===== src/rtl/tt_load_buffer_drain_pkg.sv =====
// Shared types and constants for the load-buffer drain responder.
// Latency: n/a (types, constants and a pure helper function only).
// Backpressure: n/a.
package tt_vpu_lq_pkg;

    localparam int LQID_W    = 3;
    localparam int LQ_DEPTH  = 1 << LQID_W;
    localparam int LQ_DATA_W = 64;

    typedef logic [LQID_W-1:0] lqid_t;

    typedef enum logic [1:0] {
        IDLE  = 2'd0,
        DRAIN = 2'd1,
        DONE  = 2'd2
    } drain_state_t;

    typedef struct packed {
        logic                 valid;
        logic [LQ_DATA_W-1:0] data;
    } lq_entry_t;

    // The lqid space is exactly LQ_DEPTH wide, so the natural 3-bit overflow is the ring wrap.
    function automatic lqid_t lqid_next(input lqid_t id);
        return lqid_t'(id + 1'b1);
    endfunction

endpackage


===== src/rtl/tt_load_buffer_drain_if.sv =====
// Scoreboard/load-return/writeback signal bundle for the drain responder.
// Latency: n/a (wires only).
// Backpressure: writeback beats stall while i_wb_ready is low.
interface tt_load_buffer_drain_if #(
    parameter int DATA_W = tt_vpu_lq_pkg::LQ_DATA_W
);
    localparam int LQID_W = tt_vpu_lq_pkg::LQID_W;

    // load return fill port
    logic              i_lq_wr_valid;
    logic [LQID_W-1:0] i_lq_wr_lqid;
    logic [DATA_W-1:0] i_lq_wr_data;

    // scoreboard control
    logic              i_flush;
    logic              i_drain_load_buffer;
    logic [LQID_W-1:0] i_drain_ref_count;
    logic [LQID_W-1:0] i_drain_lqid_start;
    logic              o_draining_load_buffer;

    // writeback path
    logic              o_wb_valid;
    logic [DATA_W-1:0] o_wb_data;
    logic [LQID_W-1:0] o_wb_lqid;
    logic              i_wb_ready;

    // commit return to scoreboard
    logic              o_lq_commit;
    logic [LQID_W-1:0] o_dest_lqid;
    logic              o_err_overwrite;

    // Scoreboard / load-return / writeback-sink side.
    modport master (
        output i_lq_wr_valid, i_lq_wr_lqid, i_lq_wr_data,
        output i_flush, i_drain_load_buffer, i_drain_ref_count, i_drain_lqid_start,
        output i_wb_ready,
        input  o_draining_load_buffer, o_wb_valid, o_wb_data, o_wb_lqid,
        input  o_lq_commit, o_dest_lqid, o_err_overwrite
    );

    // Drain responder side.
    modport slave (
        input  i_lq_wr_valid, i_lq_wr_lqid, i_lq_wr_data,
        input  i_flush, i_drain_load_buffer, i_drain_ref_count, i_drain_lqid_start,
        input  i_wb_ready,
        output o_draining_load_buffer, o_wb_valid, o_wb_data, o_wb_lqid,
        output o_lq_commit, o_dest_lqid, o_err_overwrite
    );

endinterface


===== src/rtl/tt_lq_storage.sv =====
// 8-entry load buffer: one write port, one read port at the drain pointer, valid tracking.
// Latency: writes visible the cycle after the edge (no bypass); read is combinational.
// Backpressure: none; every write is accepted, overwriting a valid entry flags an error.
module tt_lq_storage
    import tt_vpu_lq_pkg::*;
(
    input  logic                 clk,
    input  logic                 reset,
    input  logic                 flush,
    input  logic                 wr_valid,
    input  lqid_t                wr_lqid,
    input  logic [LQ_DATA_W-1:0] wr_data,
    input  logic                 clr_valid,
    input  lqid_t                rd_lqid,
    output lq_entry_t            rd_entry,
    output logic                 err_overwrite
);

    lq_entry_t mem_q [LQ_DEPTH];

    // Entry update: flush beats everything; a write to the entry being drained wins over its clear.
    always_ff @(posedge clk or posedge reset) begin
        if (reset) begin
            for (int i = 0; i < LQ_DEPTH; i++) begin
                mem_q[i] <= '0;
            end
        end else if (flush) begin
            for (int i = 0; i < LQ_DEPTH; i++) begin
                mem_q[i].valid <= 1'b0;
            end
        end else begin
            if (clr_valid) begin
                mem_q[rd_lqid].valid <= 1'b0;
            end
            if (wr_valid) begin
                mem_q[wr_lqid].valid <= 1'b1;
                mem_q[wr_lqid].data  <= wr_data;
            end
        end
    end

    // Sticky overwrite error: a fill landing on an entry that has not been drained yet.
    always_ff @(posedge clk or posedge reset) begin
        if (reset) begin
            err_overwrite <= 1'b0;
        end else if (!flush && wr_valid && mem_q[wr_lqid].valid) begin
            err_overwrite <= 1'b1;
        end
    end

    assign rd_entry = mem_q[rd_lqid];

endmodule


===== src/rtl/tt_load_buffer_drain.sv =====
// Drain responder: walks ref_count lqids from lqid_start and writes each buffered entry back.
// Latency: first beat the cycle after acceptance if the entry is valid; 1 entry/cycle after.
// Backpressure: beat holds (data stable) while i_wb_ready is low; stalls while entry invalid.
module tt_load_buffer_drain
    import tt_vpu_lq_pkg::*;
#(
    parameter int DATA_W = LQ_DATA_W
)(
    input  logic                  clk,
    input  logic                  reset,
    tt_load_buffer_drain_if.slave bus
);

    drain_state_t state_q, state_d;
    lqid_t        ptr_q, ptr_d;
    lqid_t        remaining_q, remaining_d;

    lq_entry_t    rd_entry;
    logic         wb_valid;
    logic         commit;
    logic         err_overwrite;

    tt_lq_storage u_storage (
        .clk           (clk),
        .reset         (reset),
        .flush         (bus.i_flush),
        .wr_valid      (bus.i_lq_wr_valid),
        .wr_lqid       (bus.i_lq_wr_lqid),
        .wr_data       (bus.i_lq_wr_data),
        .clr_valid     (commit),
        .rd_lqid       (ptr_q),
        .rd_entry      (rd_entry),
        .err_overwrite (err_overwrite)
    );

    // A beat exists only in DRAIN with the pointed entry present; a flush suppresses it.
    assign wb_valid = (state_q == DRAIN) && rd_entry.valid && !bus.i_flush;
    assign commit   = wb_valid && bus.i_wb_ready;

    // State and walk counters.
    always_ff @(posedge clk or posedge reset) begin
        if (reset) begin
            state_q     <= IDLE;
            ptr_q       <= '0;
            remaining_q <= '0;
        end else begin
            state_q     <= state_d;
            ptr_q       <= ptr_d;
            remaining_q <= remaining_d;
        end
    end

    // Next state: accept only in IDLE; DONE lasts one cycle so a still-held serviced request is ignored.
    always_comb begin
        state_d     = state_q;
        ptr_d       = ptr_q;
        remaining_d = remaining_q;
        if (bus.i_flush) begin
            ptr_d       = '0;
            remaining_d = '0;
            state_d     = (state_q == DRAIN) ? DONE : IDLE;
        end else begin
            case (state_q)
                IDLE: begin
                    if (bus.i_drain_load_buffer) begin
                        ptr_d       = bus.i_drain_lqid_start;
                        remaining_d = bus.i_drain_ref_count;
                        state_d     = (bus.i_drain_ref_count != '0) ? DRAIN : DONE;
                    end
                end
                DRAIN: begin
                    if (commit) begin
                        ptr_d       = lqid_next(ptr_q);
                        remaining_d = remaining_q - 1'b1;
                        if (remaining_q == lqid_t'(1)) begin
                            state_d = DONE;
                        end
                    end
                end
                DONE: begin
                    state_d = IDLE;
                end
                default: begin
                    state_d = IDLE;
                end
            endcase
        end
    end

    assign bus.o_draining_load_buffer = (state_q == DRAIN);
    assign bus.o_wb_valid             = wb_valid;
    // Data is masked when no beat is offered so the bus stays quiet outside real writebacks.
    assign bus.o_wb_data              = wb_valid ? DATA_W'(rd_entry.data) : '0;
    assign bus.o_wb_lqid              = ptr_q;
    assign bus.o_lq_commit            = commit;
    assign bus.o_dest_lqid            = ptr_q;
    assign bus.o_err_overwrite        = err_overwrite;

endmodule


===== src/flat_wrapper.sv =====
// flat-port wrapper written by rule: the top's interface ports become plain ports
module tt_load_buffer_drain_flat import tt_vpu_lq_pkg::*;
#(
    parameter int DATA_W = LQ_DATA_W
)
  (clk, reset, bus_i_lq_wr_valid, bus_i_lq_wr_lqid, bus_i_lq_wr_data, bus_i_flush, bus_i_drain_load_buffer, bus_i_drain_ref_count, bus_i_drain_lqid_start, bus_i_wb_ready, bus_o_draining_load_buffer, bus_o_wb_valid, bus_o_wb_data, bus_o_wb_lqid, bus_o_lq_commit, bus_o_dest_lqid, bus_o_err_overwrite);
  tt_load_buffer_drain_if #(.DATA_W(DATA_W)) bus_i ();
  input  logic clk;
  input  logic reset;
  input wire logic [$bits(bus_i.i_lq_wr_valid)-1:0] bus_i_lq_wr_valid;
  input wire logic [$bits(bus_i.i_lq_wr_lqid)-1:0] bus_i_lq_wr_lqid;
  input wire logic [$bits(bus_i.i_lq_wr_data)-1:0] bus_i_lq_wr_data;
  input wire logic [$bits(bus_i.i_flush)-1:0] bus_i_flush;
  input wire logic [$bits(bus_i.i_drain_load_buffer)-1:0] bus_i_drain_load_buffer;
  input wire logic [$bits(bus_i.i_drain_ref_count)-1:0] bus_i_drain_ref_count;
  input wire logic [$bits(bus_i.i_drain_lqid_start)-1:0] bus_i_drain_lqid_start;
  input wire logic [$bits(bus_i.i_wb_ready)-1:0] bus_i_wb_ready;
  output wire logic [$bits(bus_i.o_draining_load_buffer)-1:0] bus_o_draining_load_buffer;
  output wire logic [$bits(bus_i.o_wb_valid)-1:0] bus_o_wb_valid;
  output wire logic [$bits(bus_i.o_wb_data)-1:0] bus_o_wb_data;
  output wire logic [$bits(bus_i.o_wb_lqid)-1:0] bus_o_wb_lqid;
  output wire logic [$bits(bus_i.o_lq_commit)-1:0] bus_o_lq_commit;
  output wire logic [$bits(bus_i.o_dest_lqid)-1:0] bus_o_dest_lqid;
  output wire logic [$bits(bus_i.o_err_overwrite)-1:0] bus_o_err_overwrite;
  assign bus_i.i_lq_wr_valid = bus_i_lq_wr_valid;
  assign bus_i.i_lq_wr_lqid = bus_i_lq_wr_lqid;
  assign bus_i.i_lq_wr_data = bus_i_lq_wr_data;
  assign bus_i.i_flush = bus_i_flush;
  assign bus_i.i_drain_load_buffer = bus_i_drain_load_buffer;
  assign bus_i.i_drain_ref_count = bus_i_drain_ref_count;
  assign bus_i.i_drain_lqid_start = bus_i_drain_lqid_start;
  assign bus_i.i_wb_ready = bus_i_wb_ready;
  assign bus_o_draining_load_buffer = bus_i.o_draining_load_buffer;
  assign bus_o_wb_valid = bus_i.o_wb_valid;
  assign bus_o_wb_data = bus_i.o_wb_data;
  assign bus_o_wb_lqid = bus_i.o_wb_lqid;
  assign bus_o_lq_commit = bus_i.o_lq_commit;
  assign bus_o_dest_lqid = bus_i.o_dest_lqid;
  assign bus_o_err_overwrite = bus_i.o_err_overwrite;
  tt_load_buffer_drain #(.DATA_W(DATA_W)) u_core (.clk(clk), .reset(reset), .bus(bus_i));
endmodule

===== config.mk =====
export PLATFORM = sky130hd
export DESIGN_NAME = tt_load_buffer_drain_flat
export DESIGN_NICKNAME = d
export VERILOG_FILES = /design/src/rtl/tt_load_buffer_drain_pkg.sv /design/src/rtl/tt_load_buffer_drain_if.sv /design/src/rtl/tt_lq_storage.sv /design/src/rtl/tt_load_buffer_drain.sv /design/src/flat_wrapper.sv
export SDC_FILE = /design/constraint.sdc
export NUM_CORES = 1
export LEC_CHECK = 0
export ABC_AREA = 1
export BUFFER_PORTS_ARGS = -buffer_cell sky130_fd_sc_hd__buf_4
export CORE_MARGIN = 8
export CORE_UTILIZATION = 49
export DETAILED_ROUTE_END_ITERATION = 12
export GPL_ROUTABILITY_DRIVEN = 0
export GPL_TIMING_DRIVEN = 1
export PLACE_DENSITY_LB_ADDON = 0.1
export SYNTH_ARGS = -nofsm -noshare
export SYNTH_HDL_FRONTEND = slang
export SYNTH_SLANG_ARGS = --single-unit

===== constraint.sdc =====
create_clock -name clk -period 32 [get_ports clk]
set_input_delay 6.4 -clock clk [delete_from_list [all_inputs] [get_ports clk]]
set_output_delay 6.4 -clock clk [all_outputs]
set_load 0.02 [all_outputs]

==> impl_metrics.json <==
{
  "yosysTopAreaCell": "dfrtp_1",
  "first_global_vias": 17702,
  "crit_top_cell": "buf_4",
  "cpPeakStageDelay_ps": 440,
  "start_util_pct": 49.6,
  "cts_hold_buf": 0,
  "place_hpwl_mm": 36.3,
  "port_buffers": 152,
  "grt-ovfl-total": 0,
  "synth_cells": 2546,
  "synth_cell_type_count": 35,
  "drc_errors": 0,
  "post-route-period-util_pct": 46.8,
  "synth_area_leaders": "dfrtp_1 59%, nand2_1 11%, o21ai_0 10%",
  "yosysTopAreaCellShare_pct": 58.9,
  "diodes": 0,
  "core_sq_um": 45300,
  "cts_buffers": 55,
  "final_hold_viol_count": 0,
  "ys_seq_area_share_pct": 58.9,
  "syn_area_sq_um": 22500,
  "p_leak_nw": 12.4,
  "startpoint_type": "primary input",
  "power_mw": 2.15,
  "ctsLongestPathBuffers": 3,
  "grt_antenna_before_repair": 0,
  "grt_pass1_wl_mm": 101,
  "cts_tree": "built",
  "drtAntennaViolNets": 0,
  "finalClockSkew_ps": 6.91,
  "fin_ws_ps": 17030,
  "drt_iter0_markers": 2101,
  "vias": 18274,
  "synth-edff-count": 0,
  "die-width_um": 230,
  "max-vdd-ir-drop_uv": 44.7,
  "fmax_ghz": 0.0668,
  "sequentialPowerShare_pct": 41.3,
  "syn-num-nets": 2628,
  "period_needed_ps": 14970,
  "multi_input_area_sq_um": 7850,
  "holdWs_ps": 479,
  "finalSetupTns_ps": 0,
  "post_drt_wl_per_cell_um": 19.8,
  "drv_slew": 0,
  "viasPerCell": 5.63,
  "wl_mm": 64.1,
  "yosysWarnings": 0,
  "grt_usage_pct": 23.9,
  "clk_pin_slew_worst_paths_ps": 60,
  "synth_ff_type": "dfrtp_1",
  "path_max_fanout": 27,
  "htreeDepth": 2,
  "crit_type": "primary input to output port",
  "min_path_type": "flip-flop to flip-flop",
  "yosysMostFrequentCell": "nand2_1",
  "synthArstFlopShare_pct": 100,
  "comb_power_share_pct": 28.6,
  "drv_cap": 0,
  "layout.nets": 2687,
  "areaGrowthSynthToFinish_pct": 14.4,
  "cpMaxStageDelayCell": "inv_2",
  "cts_root_buffer": "clkbuf_16",
  "insertion_delay_ps": 600,
  "power_frac_clock_pct": 30.1,
  "switching_share_pct": 34.7,
  "worst-slew-pin-transition_ps": 1110,
  "synth_area_per_cell_sq_um": 8.82,
  "synth-seq-cells": 529,
  "seqCellArea_sq_um": 13200,
  "status": "complete, no violations",
  "cp.depth": 8,
  "cts.sinks": 529,
  "layout-drive-gt1-share_pct": 12.0,
  "worst-path-buf-inv": 4,
  "required_ps": 25600,
  "hold_path_depth": 2,
  "path_cells": "buf_4, nor2_1, nand2_4, buf_4, inv_2, nand2_1, nor3_1, buf_4",
  "fillers": 4146,
  "ctsResizeCount": 0,
  "grt_max_degree": 183,
  "synth_commonest_cells": "673 x nand2_1, 529 x dfrtp_1, 468 x o21ai_0, 179 x o22ai_1, 172 x inv_1",
  "setup_violations": 0,
  "worstPathArrival_ps": 8570,
  "dieHeight_um": 230,
  "rsz0062_at_grt": "no",
  "power_switching_uw": 746,
  "first_pass_iters": 5,
  "fp.dieArea_sq_um": 52900,
  "reg2reg_depth": 6,
  "slew_headroom_pct": 25.8,
  "ios": 153,
  "worstSetupEndpointType": "output port",
  "pre_cts_slack_ps": 17050,
  "pwr_density_cell_nw_per_um2": 83.7,
  "cpLargestDelayFamily": "buffers and inverters",
  "rows": 78,
  "p_int_mw": 1.40,
  "cts_setup_buffers": 0
}
-- final timing paths --
kind	from	to	slack, ps
setup / recovery	bus_i_flush	bus_o_wb_data[30]	17030
hold / removal	u_core.u_storage.mem_q[248]	u_core.u_storage.mem_q[248]	480
setup reg to reg	u_core.bus.o_dest_lqid[0]	u_core.u_storage.mem_q[454]	29240
hold reg to reg	u_core.u_storage.mem_q[248]	u_core.u_storage.mem_q[248]	480
max in group asynchronous	reset	u_core.u_storage.mem_q[426]	23670
min in group asynchronous	reset	u_core.bus.o_dest_lqid[0]	5880
-- logic make-up after synthesis --
| logic type | after synthesis | synth area share, % |
|---|---|---|
| AO/OA/AOI/OAI | 741 | 17.9 |
| XOR/XNOR | 1 | 0.0390 |
| adder cells (fa/ha/maj) | 3 | 0.167 |
| buffers and inverters | 358 | 6.52 |
| flip-flops | 529 | 58.9 |
| AND/OR/NAND/NOR | 914 | 16.4 |
-- power groups by stage --
stage / combinational [mW] / clock, mW / sequential [mW]
final: 0.615 / 0.647 / 0.888
after floorplan: 0.416 / 0 / 0.878
after global routing: 0.680 / 0.687 / 0.904
after detailed placement: 0.617 / 0 / 0.896
after CTS: 0.619 / 0.659 / 0.886
after global placement: 0.616 / 0 / 0.890
-- routing by layer --
layer	GRT usage, %	vias to the layer above	routed length (um)
met4	6.87	0	1370
met5	0	-	0
li1	-	8596	-
met1	32.7	8999	28500
met2	39.3	574	30400
met3	3.57	105	3870
-- placed cells by master (no fill, tap or decap), drive strengths merged, types with 32 or more instances in the layout --
| cell | Yosys | routed |
|---|---|---|
| dfrtp | 529 | 529 |
| inv | 183 | 183 |
| buf | 69 | 176 |
| nand2 | 675 | 675 |
| o211ai | 32 | 32 |
| o21ai | 523 | 523 |
| nor2 | 144 | 144 |
| clkbuf | 105 | 84 |
| o22ai | 179 | 179 |
-- stage by stage --
step	util, %	instance area (sq um)	std cells
after detailed placement	52.7	23900	3148
after floorplan	-	22500	2546
after CTS	56.8	25700	3244
after global placement	52.7	23900	3148
after global routing	56.8	25700	3244
final	56.8	25700	3244
-- flip-flops by register name, summed over array words and instances, names as in the netlist --
| name | cells |
|---|---|
| u_core.state_q | 2 |
| u_core.remaining_q | 3 |
| u_core.bus.o_dest_lqid | 3 |
| u_core.u_storage.err_overwrite | 1 |
| u_core.u_storage.mem_q | 520 |
-- final cells by class --
class	instances	share of cell area, %
clock buffers	84	6.49
clock inverters	12	0.638
inverters	184	2.72
multi-input cells	1659	30.5
flip-flops and latches	529	51.5
well taps	600	2.92
repair buffers	176	5.19
-- worst min-delay path: cells and delay by family, from the launching register on --
| kind | cells | cell delay (ps) |
|---|---|---|
| AOI/OAI and AO/OA | 1 | 60 |
| DFF | 1 | 330 |
| and+or+nand+nor | 1 | 50 |
(Power assumes the default switching activity.)
